File: config.mk
export PLATFORM = sky130hd
export DESIGN_NAME = instr_encoder
export DESIGN_NICKNAME = d
export VERILOG_FILES = /design/src/rtl/instr_encoder.sv
export SDC_FILE = /design/constraint.sdc
export NUM_CORES = 1
export LEC_CHECK = 0
export ABC_AREA = 1
export BUFFER_PORTS_ARGS = -buffer_cell sky130_fd_sc_hd__buf_4
export CORE_MARGIN = 5
export CORE_UTILIZATION = 57
export DETAILED_ROUTE_END_ITERATION = 8
export PLACE_DENSITY = 0.85
export SYNTH_ARGS = -nofsm -noshare
export SYNTH_HDL_FRONTEND = slang
export SYNTH_SLANG_ARGS = --single-unit
File: constraint.sdc
create_clock -name clk -period 3.4 [get_ports clk]
set_input_delay 0.17 -clock clk [delete_from_list [all_inputs] [get_ports clk]]
set_output_delay 0.17 -clock clk [all_outputs]
set_load 0.01 [all_outputs]
File: src/rtl/instr_encoder.sv
// RV32I field-to-word encoder with sequential byte addressing and a 2-entry
// output FIFO between valid/ready handshakes.
module instr_encoder #(
  parameter int unsigned ADDR_WIDTH = 8,
  parameter int unsigned BASE_ADDR  = 0
) (
  input  logic                  clk,
  input  logic                  rst_n,
  input  logic                  in_valid,
  output logic                  in_ready,
  input  logic [2:0]            fmt,
  input  logic [6:0]            opcode,
  input  logic [4:0]            rd,
  input  logic [4:0]            rs1,
  input  logic [4:0]            rs2,
  input  logic [2:0]            funct3,
  input  logic [6:0]            funct7,
  input  logic [31:0]           imm,
  output logic                  out_valid,
  input  logic                  out_ready,
  output logic [31:0]           out_instr,
  output logic [ADDR_WIDTH-1:0] out_addr,
  output logic                  err_fmt,
  output logic [1:0]            count
);

  localparam int unsigned INSTR_W = 32;
  localparam int unsigned CNT_W   = 2;
  localparam logic [ADDR_WIDTH-1:0] BASE = ADDR_WIDTH'(BASE_ADDR);
  localparam logic [ADDR_WIDTH-1:0] STEP = ADDR_WIDTH'(4);

  localparam logic [2:0] FMT_R = 3'd0;
  localparam logic [2:0] FMT_I = 3'd1;
  localparam logic [2:0] FMT_S = 3'd2;
  localparam logic [2:0] FMT_B = 3'd3;
  localparam logic [2:0] FMT_U = 3'd4;
  localparam logic [2:0] FMT_J = 3'd5;

  logic [INSTR_W-1:0]    enc_c;
  logic                  legal_c;
  logic                  accept_c;
  logic                  push_c;
  logic                  pop_c;

  logic [CNT_W-1:0]      cnt_q,        cnt_d;
  logic                  valid_q,      valid_d;
  logic [INSTR_W-1:0]    head_instr_q, head_instr_d;
  logic [ADDR_WIDTH-1:0] head_addr_q,  head_addr_d;
  logic [INSTR_W-1:0]    tail_instr_q, tail_instr_d;
  logic [ADDR_WIDTH-1:0] tail_addr_q,  tail_addr_d;
  logic [ADDR_WIDTH-1:0] addr_q,       addr_d;
  logic                  err_q,        err_d;

  // Field packing per instruction format.
  always_comb begin
    enc_c = '0;
    unique case (fmt)
      FMT_R:   enc_c = {funct7, rs2, rs1, funct3, rd, opcode};
      FMT_I:   enc_c = {imm[11:0], rs1, funct3, rd, opcode};
      FMT_S:   enc_c = {imm[11:5], rs2, rs1, funct3, imm[4:0], opcode};
      FMT_B:   enc_c = {imm[12], imm[10:5], rs2, rs1, funct3, imm[4:1], imm[11], opcode};
      FMT_U:   enc_c = {imm[31:12], rd, opcode};
      FMT_J:   enc_c = {imm[20], imm[10:1], imm[11], imm[19:12], rd, opcode};
      default: enc_c = '0;
    endcase
  end

  assign legal_c  = (fmt <= FMT_J);
  assign in_ready = (cnt_q != CNT_W'(2)) || out_ready;
  assign accept_c = in_valid && in_ready;
  assign push_c   = accept_c && legal_c;
  assign pop_c    = valid_q && out_ready;

  // Buffer, address counter and error pulse next-state.
  always_comb begin
    cnt_d        = cnt_q;
    head_instr_d = head_instr_q;
    head_addr_d  = head_addr_q;
    tail_instr_d = tail_instr_q;
    tail_addr_d  = tail_addr_q;
    addr_d       = addr_q;
    err_d        = accept_c && !legal_c;

    if (push_c) begin
      addr_d = addr_q + STEP;
    end

    unique case (cnt_q)
      CNT_W'(0): begin
        if (push_c) begin
          head_instr_d = enc_c;
          head_addr_d  = addr_q;
          cnt_d        = CNT_W'(1);
        end
      end
      CNT_W'(1): begin
        if (push_c && pop_c) begin
          head_instr_d = enc_c;
          head_addr_d  = addr_q;
        end else if (push_c) begin
          tail_instr_d = enc_c;
          tail_addr_d  = addr_q;
          cnt_d        = CNT_W'(2);
        end else if (pop_c) begin
          cnt_d = CNT_W'(0);
        end
      end
      CNT_W'(2): begin
        if (pop_c) begin
          head_instr_d = tail_instr_q;
          head_addr_d  = tail_addr_q;
          if (push_c) begin
            tail_instr_d = enc_c;
            tail_addr_d  = addr_q;
          end else begin
            cnt_d = CNT_W'(1);
          end
        end
      end
      default: cnt_d = CNT_W'(0);
    endcase

    valid_d = (cnt_d != CNT_W'(0));
  end

  always_ff @(posedge clk or negedge rst_n) begin
    if (!rst_n) begin
      cnt_q        <= '0;
      valid_q      <= 1'b0;
      head_instr_q <= '0;
      head_addr_q  <= '0;
      tail_instr_q <= '0;
      tail_addr_q  <= '0;
      addr_q       <= BASE;
      err_q        <= 1'b0;
    end else begin
      cnt_q        <= cnt_d;
      valid_q      <= valid_d;
      head_instr_q <= head_instr_d;
      head_addr_q  <= head_addr_d;
      tail_instr_q <= tail_instr_d;
      tail_addr_q  <= tail_addr_d;
      addr_q       <= addr_d;
      err_q        <= err_d;
    end
  end

  assign out_valid = valid_q;
  assign out_instr = head_instr_q;
  assign out_addr  = head_addr_q;
  assign err_fmt   = err_q;
  assign count     = cnt_q;

endmodule

==> out/results.ini, run 1 <==
[outcome]
status=finished clean

[floorplanning]
boundaryPins=116
rows=32
start_util_pct=57.43
die_area_sq_mm=0.009516
fp.dieH_um=97.55
dieWidth_um=97.55
core_area_sq_mm=0.007607

[clock_tree]
cts.repair.resized=0
clkLatencyLatePin_ps=340
cts.path.max_buffers=2
clk_pin_slew_worst_paths_ps=80
cts_tree=built
cts-root-buf=clkbuf_8
htree_levels=3
numCtsBuffers=9
ctsHoldBuffers=0
cts_setup_buffers=0
cts_sinks=86

[sta]
fmax_mhz=440.4
hold_viol_final=0
min_period_ps=2271
rsz0062_at_grt=no
setup_tns_ps=0
maxSlewHeadroom_pct=29.91
post-route-period-util_pct=66.78
fin_ws_ps=1129
tightestPinTransition_ps=1051
final_max_slew_viol_count=0
fin_skew_ps=4.837
setup_viol=0

[critical_path]
critPathMaxFanout=51
r2r_end=tail_instr_q[5]
setup.worst_path.start_class=flip-flop
rr_worst_depth=8
required_ps=3660
critPathCapture=tail_instr_q[5]
worst_r2r_startpoint=count[0]
worstSetupEndpointType=flip-flop
arrival_ps=2530
crit_path_start=count[0]
r2r_slack_ps=1130
setup.worst_path.class=flip-flop to flip-flop

[min_path]
hp-class=input port to async pin

[routing]
ant_nets=0
drt_iter0_drc=267
viasPerCell=5.290
wl_per_cell_um=14.15
routed_wl_um=11160
drc=0
drt_first_pass_iters=5
vias=4174

[cells_and_area]
diodes=0
drive_above_1_share_pct=21.69
nets=754
areaGrowthSynthToFinish_pct=23.40
final_util_pct=70.87

[power]
p_leak_nw=2.979
peakVddDrop_uv=289.5
power_density_mw_per_mm2=756.4

[logic_synthesis]
synth-seq-area-share_pct=49.26
synthCells=587
synth.avg_cell_area_sq_um=7.443
yosysUniqueCellTypes=30
synth_warnings=0
syn_area_sq_mm=0.004369
ys_ff_latch=86

[place]
port_buffers=113
dpl.hpwl_um=7742
post-place-ws_ps=1163
globalplace.congestion=0.9130

[grt]
grt_usage_pct=23.90
grt_first_pass_wirelength_um=18980
grt_pass1_vias=3981
grt_max_degree=87
antenna_found_initial=0
gr-total-overflow=0

[job]
maxCapViolCount=0

## power by group
part	internal, W	total, W	leakage, nW	switching (W)
sequential	0.00148	0.00173	1.08	0.000259
clock	0.000357	0.000720	0.102	0.000363
combinational	0.000672	0.00162	1.79	0.000952
## metrics by stage
step | hold WS [ps] | instance area, sq um | std cells | power, W
2_1_floorplan | -125.6 | 4373 | 588 | 0.002711
3_3_place_gp | 394.6 | 5192 | 773 | 0.003285
3_5_place_dp | 403.5 | 5192 | 773 | 0.003371
4_1_cts | 42.61 | 5391 | 789 | 0.004081
5_1_grt | 56.05 | 5391 | 789 | 0.004371
6_report | 15.33 | 5391 | 789 | 0.004078
## worst max-delay path, stage by stage, from the launching register on
cell	delay (ps)
dfrtp_1	440
nor2_4	150
buf_4	260
nand2_1	110
nand2_1	140
nand2_4	180
inv_2	630
nand2_1	120
o21ai_1	120
## kinds of logic (layout without fill, tap and decap cells)
group                      Yosys count  count (layout)  share of synthesized area (%)
xor gates and xnor gates             5               5                          1.002
other                                1               2                        0.08583
muxes                                1               1                         0.2291
AOI/OAI and AO/OA                   56              56                          6.501
adders and majority gates            1               1                         0.2863
DFF                                 86              86                          49.26
buffers and inverters               71             170                          7.417
and+or+nand+nor                    366             366                          35.22
## how the worst min path moves through the flow
stage | start | end | cells past startpoint
finish | rst_n | out_instr[4] | 1
detailed placement | opcode[3] | tail_instr_q[3] | 3
global route | opcode[2] | tail_instr_q[2] | 3
CTS | rst_n | out_instr[1] | 1
global placement | opcode[3] | tail_instr_q[3] | 3
floorplan | rst_n | addr_q[2] | 0
## state kept, by name, indices dropped and copies added (netlist names)
signal / cells
addr_q: 6
err_fmt: 1
tail_addr_q: 6
out_valid: 1
out_instr: 32
count: 2
out_addr: 6
tail_instr_q: 32
## Yosys cell counts
| library cell | n | area share, % |
|---|---|---|
| nor3_1 | 1 | 0.11 |
| nand2_2 | 1 | 0.14 |
| buf_6 | 1 | 0.26 |
| nor2_1 | 8 | 0.69 |
| nand2_1 | 264 | 23 |
| o21ai_2 | 1 | 0.20 |
| nand3_1 | 79 | 9.0 |
| buf_2 | 14 | 1.6 |
| buf_1 | 2 | 0.17 |
| buf_4 | 8 | 1.4 |
| conb_1 | 1 | 0.086 |
| xnor2_1 | 1 | 0.20 |
| clkbuf_1 | 8 | 0.69 |
| nand3_4 | 1 | 0.40 |
| or2_2 | 1 | 0.14 |
| nor2_2 | 3 | 0.43 |
| o21ai_0 | 34 | 3.9 |
| dfrtp_1 | 86 | 49 |
| inv_4 | 1 | 0.14 |
| inv_1 | 32 | 2.7 |
| nand4_1 | 4 | 0.57 |
| nand3_2 | 1 | 0.23 |
| mux2i_1 | 1 | 0.23 |
| inv_2 | 5 | 0.43 |
| o21ai_1 | 20 | 2.3 |
| ha_1 | 1 | 0.29 |
| nand2_4 | 2 | 0.52 |
| xor2_1 | 4 | 0.80 |
| a21oi_1 | 1 | 0.11 |
| nor2_4 | 1 | 0.26 |
## layer usage
metal | global-route usage, % | wire, um | vias up
met5 | 0 | 0 | -
met4 | 7.668 | 162 | 0
met3 | 4.307 | 855 | 13
met2 | 38.96 | 5292 | 186
met1 | 32.48 | 4851 | 1932
li1 | - | - | 2043
## layout by cell type, fill, tap and decap left out, drive strengths merged, types with 10 or more instances in the layout
cell	instances
buf	116
nand2	267
o21ai	55
nand3	81
dfrtp	86
inv	38
nor2	12
clkbuf	10
## layout make-up
class	count	area, sq um
Fill cell	609	2216
Sequential cell	86	2152
Multi-Input combinational cell	431	1897
Timing Repair Buffer	116	870.8
Inverter	38	145.1
Clock buffer	10	137.6
Tap cell	102	127.6
Clock inverter	6	61.31
(Power assumes the default switching activity.)
==> run 2: changes to the inputs <==
- CORE_UTILIZATION: 57 -> 53
- PLACE_DENSITY: 0.85 -> 0.8
- clock period: 3.4 -> 2.1 ns (I/O delays scaled with it)
==> run 2 against run 1 <==
Clock-buffer cell count grew 2. Via count shrank 0.31%. Sequential cell count is the same. Total power grew 62%. Critical path depth grew 1. Die area grew 6.8%. Hold slack lost 5.7 ps. Worst setup slack lost 930 ps. Clock skew grew 2.7 ps. Final area grew 2.6%. Highest routed layer unchanged.
==> out/results.ini, run 2 (synthesis results as in run 1) <==
[routing]
viasPerCell=5.150  ; -2.7%
routed_wl_um=11580  ; +3.8%
ant_nets=0  ; unchanged
routed.top_layer=met4
drt_first_pass_iters=5  ; unchanged
m1WireLength_um=5123  ; +5.6%
wl_met3_um=787  ; -8.0%
wl_per_cell_um=14.34  ; +1.3%
drt_iter0_drc=322  ; +21%
drc=0  ; unchanged
vias=4161  ; -0.31%
wl_met2_um=5492  ; +3.8%

[sta]
final_max_slew_viol_count=0  ; unchanged
hold_viol_final=0  ; unchanged
fin_skew_ps=7.504  ; +2.667 ps
maxSlewHeadroom_pct=60.41  ; +30 points
min_period_ps=1906  ; -365.1 ps
setup_tns_ps=0  ; unchanged
post-route-period-util_pct=90.74  ; +24 points
fmax_mhz=524.8  ; +19%
setup_viol=0  ; unchanged
rsz0062_at_grt=no
tightestPinTransition_ps=593.8  ; -457.5 ps

[floorplanning]
boundaryPins=116  ; unchanged
fp.dieH_um=100.8  ; +3.3%
rows=33  ; +3.1%
core_area_sq_mm=0.008134  ; +6.9%
start_util_pct=53.71  ; -3.7 points
dieWidth_um=100.8  ; +3.3%
die_area_sq_mm=0.01016  ; +6.8%

[place]
dp.cells=785  ; +1.6%
dpl.hpwl_um=8399  ; +8.5%
globalplace.congestion=0.8970  ; -1.8%
port_buffers=113  ; unchanged

[outcome]
status=finished clean

[power]
power_density_mw_per_mm2=1198  ; +58%
peakVddDrop_uv=394.1  ; +36%
p_leak_nw=3.041  ; +2.1%

[critical_path]
cp_slowest_cell=dfrtp_1
cp_slowest_stage_delay_ps=450  ; -180 ps
critPathMaxFanout=31  ; -39%
cp_common_cell=nand2_1
setup.worst_path.class=flip-flop to flip-flop
cp_num_buf_inv=3  ; +1
worstSetupEndpointType=flip-flop
setup.worst_path.start_class=flip-flop
required_ps=2380  ; -1280 ps
path_cells=nor2_4, buf_4, nand2_1, nand2_1, nand2_4, inv_2, buf_4, nand2_1, o21ai_1
arrival_ps=2180  ; -350 ps
timing.critical_path.max_delay_family=simple AND/OR/NAND/NOR gates

[grt]
grt_max_degree=48  ; -45%
grt_usage_pct=23.86  ; -0.040 points
gr-total-overflow=0  ; unchanged
grt_pass1_vias=4089  ; +2.7%
grt_first_pass_wirelength_um=19360  ; +2.0%
antenna_found_initial=0  ; unchanged

[cells_and_area]
finalNonFillerCells=808  ; +2.4%
drive_above_1_share_pct=22.05  ; +0.36 points
areaGrowthSynthToFinish_pct=26.55
nets=770  ; +2.1%
final_cell_mix=nand2_1 (264), buf_4 (124), dfrtp_1 (86)
diodes=0  ; unchanged
mostFrequentLayoutCell=nand2_1

[clock_tree]
clk_pin_slew_worst_paths_ps=80  ; about the same
cts_tree=built
cts_sinks=86  ; unchanged
htree_levels=3  ; unchanged
cts.path.max_buffers=2  ; unchanged
clkLatencyLatePin_ps=350  ; about the same
cts-root-buf=clkbuf_8
numCtsBuffers=9  ; unchanged

[min_path]
hp-class=input port to flip-flop

[job]
maxCapViolCount=0  ; unchanged

[run 2: cell types whose count changed in the layout (fill, tap and decap cells not counted)]
cell and change:
dlygate4sd3_1 +7, clkinv_2 -1, buf_4 +8, buf_12 +1, clkbuf_8 -1, clkbuf_1 +3, clkinv_4 -1
[run 2: repair_timing]
| item | CTS | global route |
|---|---|---|
| endpoints found under the hold margin | 51 | 0 |
| buffers inserted | 0 | 0 |
| resized for setup | 0 | 0 |
| hold buffers | 7 | 0 |
[run 2: layout make-up]
type | instances | area, sq um
fill | 727 | 2605
sequential | 86 | 2152
multi-input combinational | 431 | 1897
timing repair buffer | 132 | 1021
inverter | 38 | 145.1
clock buffer | 12 | 135.1
tap | 105 | 131.4
clock inverter | 4 | 47.55
[run 2: worst register-to-register path, stage by stage (launching register included)]
cell and delay [ps]:
dfrtp_1 450, nor2_4 140, buf_4 260, nand2_1 140, nand2_1 160, nand2_4 110, inv_2 70, buf_4 300
nand2_1 120, o21ai_1 100
[run 2: layer usage]
layer,up-vias,GRT usage [%]
met3,18,3.875
met1,1917,32.78
met2,149,37.82
met4,0,9.534
li1,2077,-
met5,-,0
[run 2: worst paths after layout]
path	start	end	slack (ps)	depth (start not counted)
worst max-delay path	count[0]	tail_instr_q[8]	190	9
worst min-delay path	in_valid	err_fmt	10	3
worst max register to register	count[0]	tail_instr_q[8]	190	9
worst min register to register	tail_instr_q[30]	tail_instr_q[30]	480	2
max in group asynchronous	rst_n	out_instr[27]	1080	3
min in group asynchronous	rst_n	tail_instr_q[4]	290	2
[run 2: per-stage QoR]
step                instance area [sq um]  utilization (%)  setup slack (ps)  hold slack [ps]  power [W]
finish                               5529            67.97             194.5            9.665   0.006625
global route                         5529            67.97             58.84            4.943   0.007134
CTS                                  5529            67.97             204.1           0.1317   0.006665
detailed placement                   5276            64.87             254.2            142.1   0.005536
global placement                     5276            64.87             379.8            144.3   0.005426
floorplan                            4373                -             646.5           -190.6   0.004389
[run 2: power breakdown]
part	total, W	internal, W	switching, W
sequential	0.00281	0.00239	0.000415
combinational	0.00271	0.00115	0.00155
clock	0.00111	0.000548	0.000564
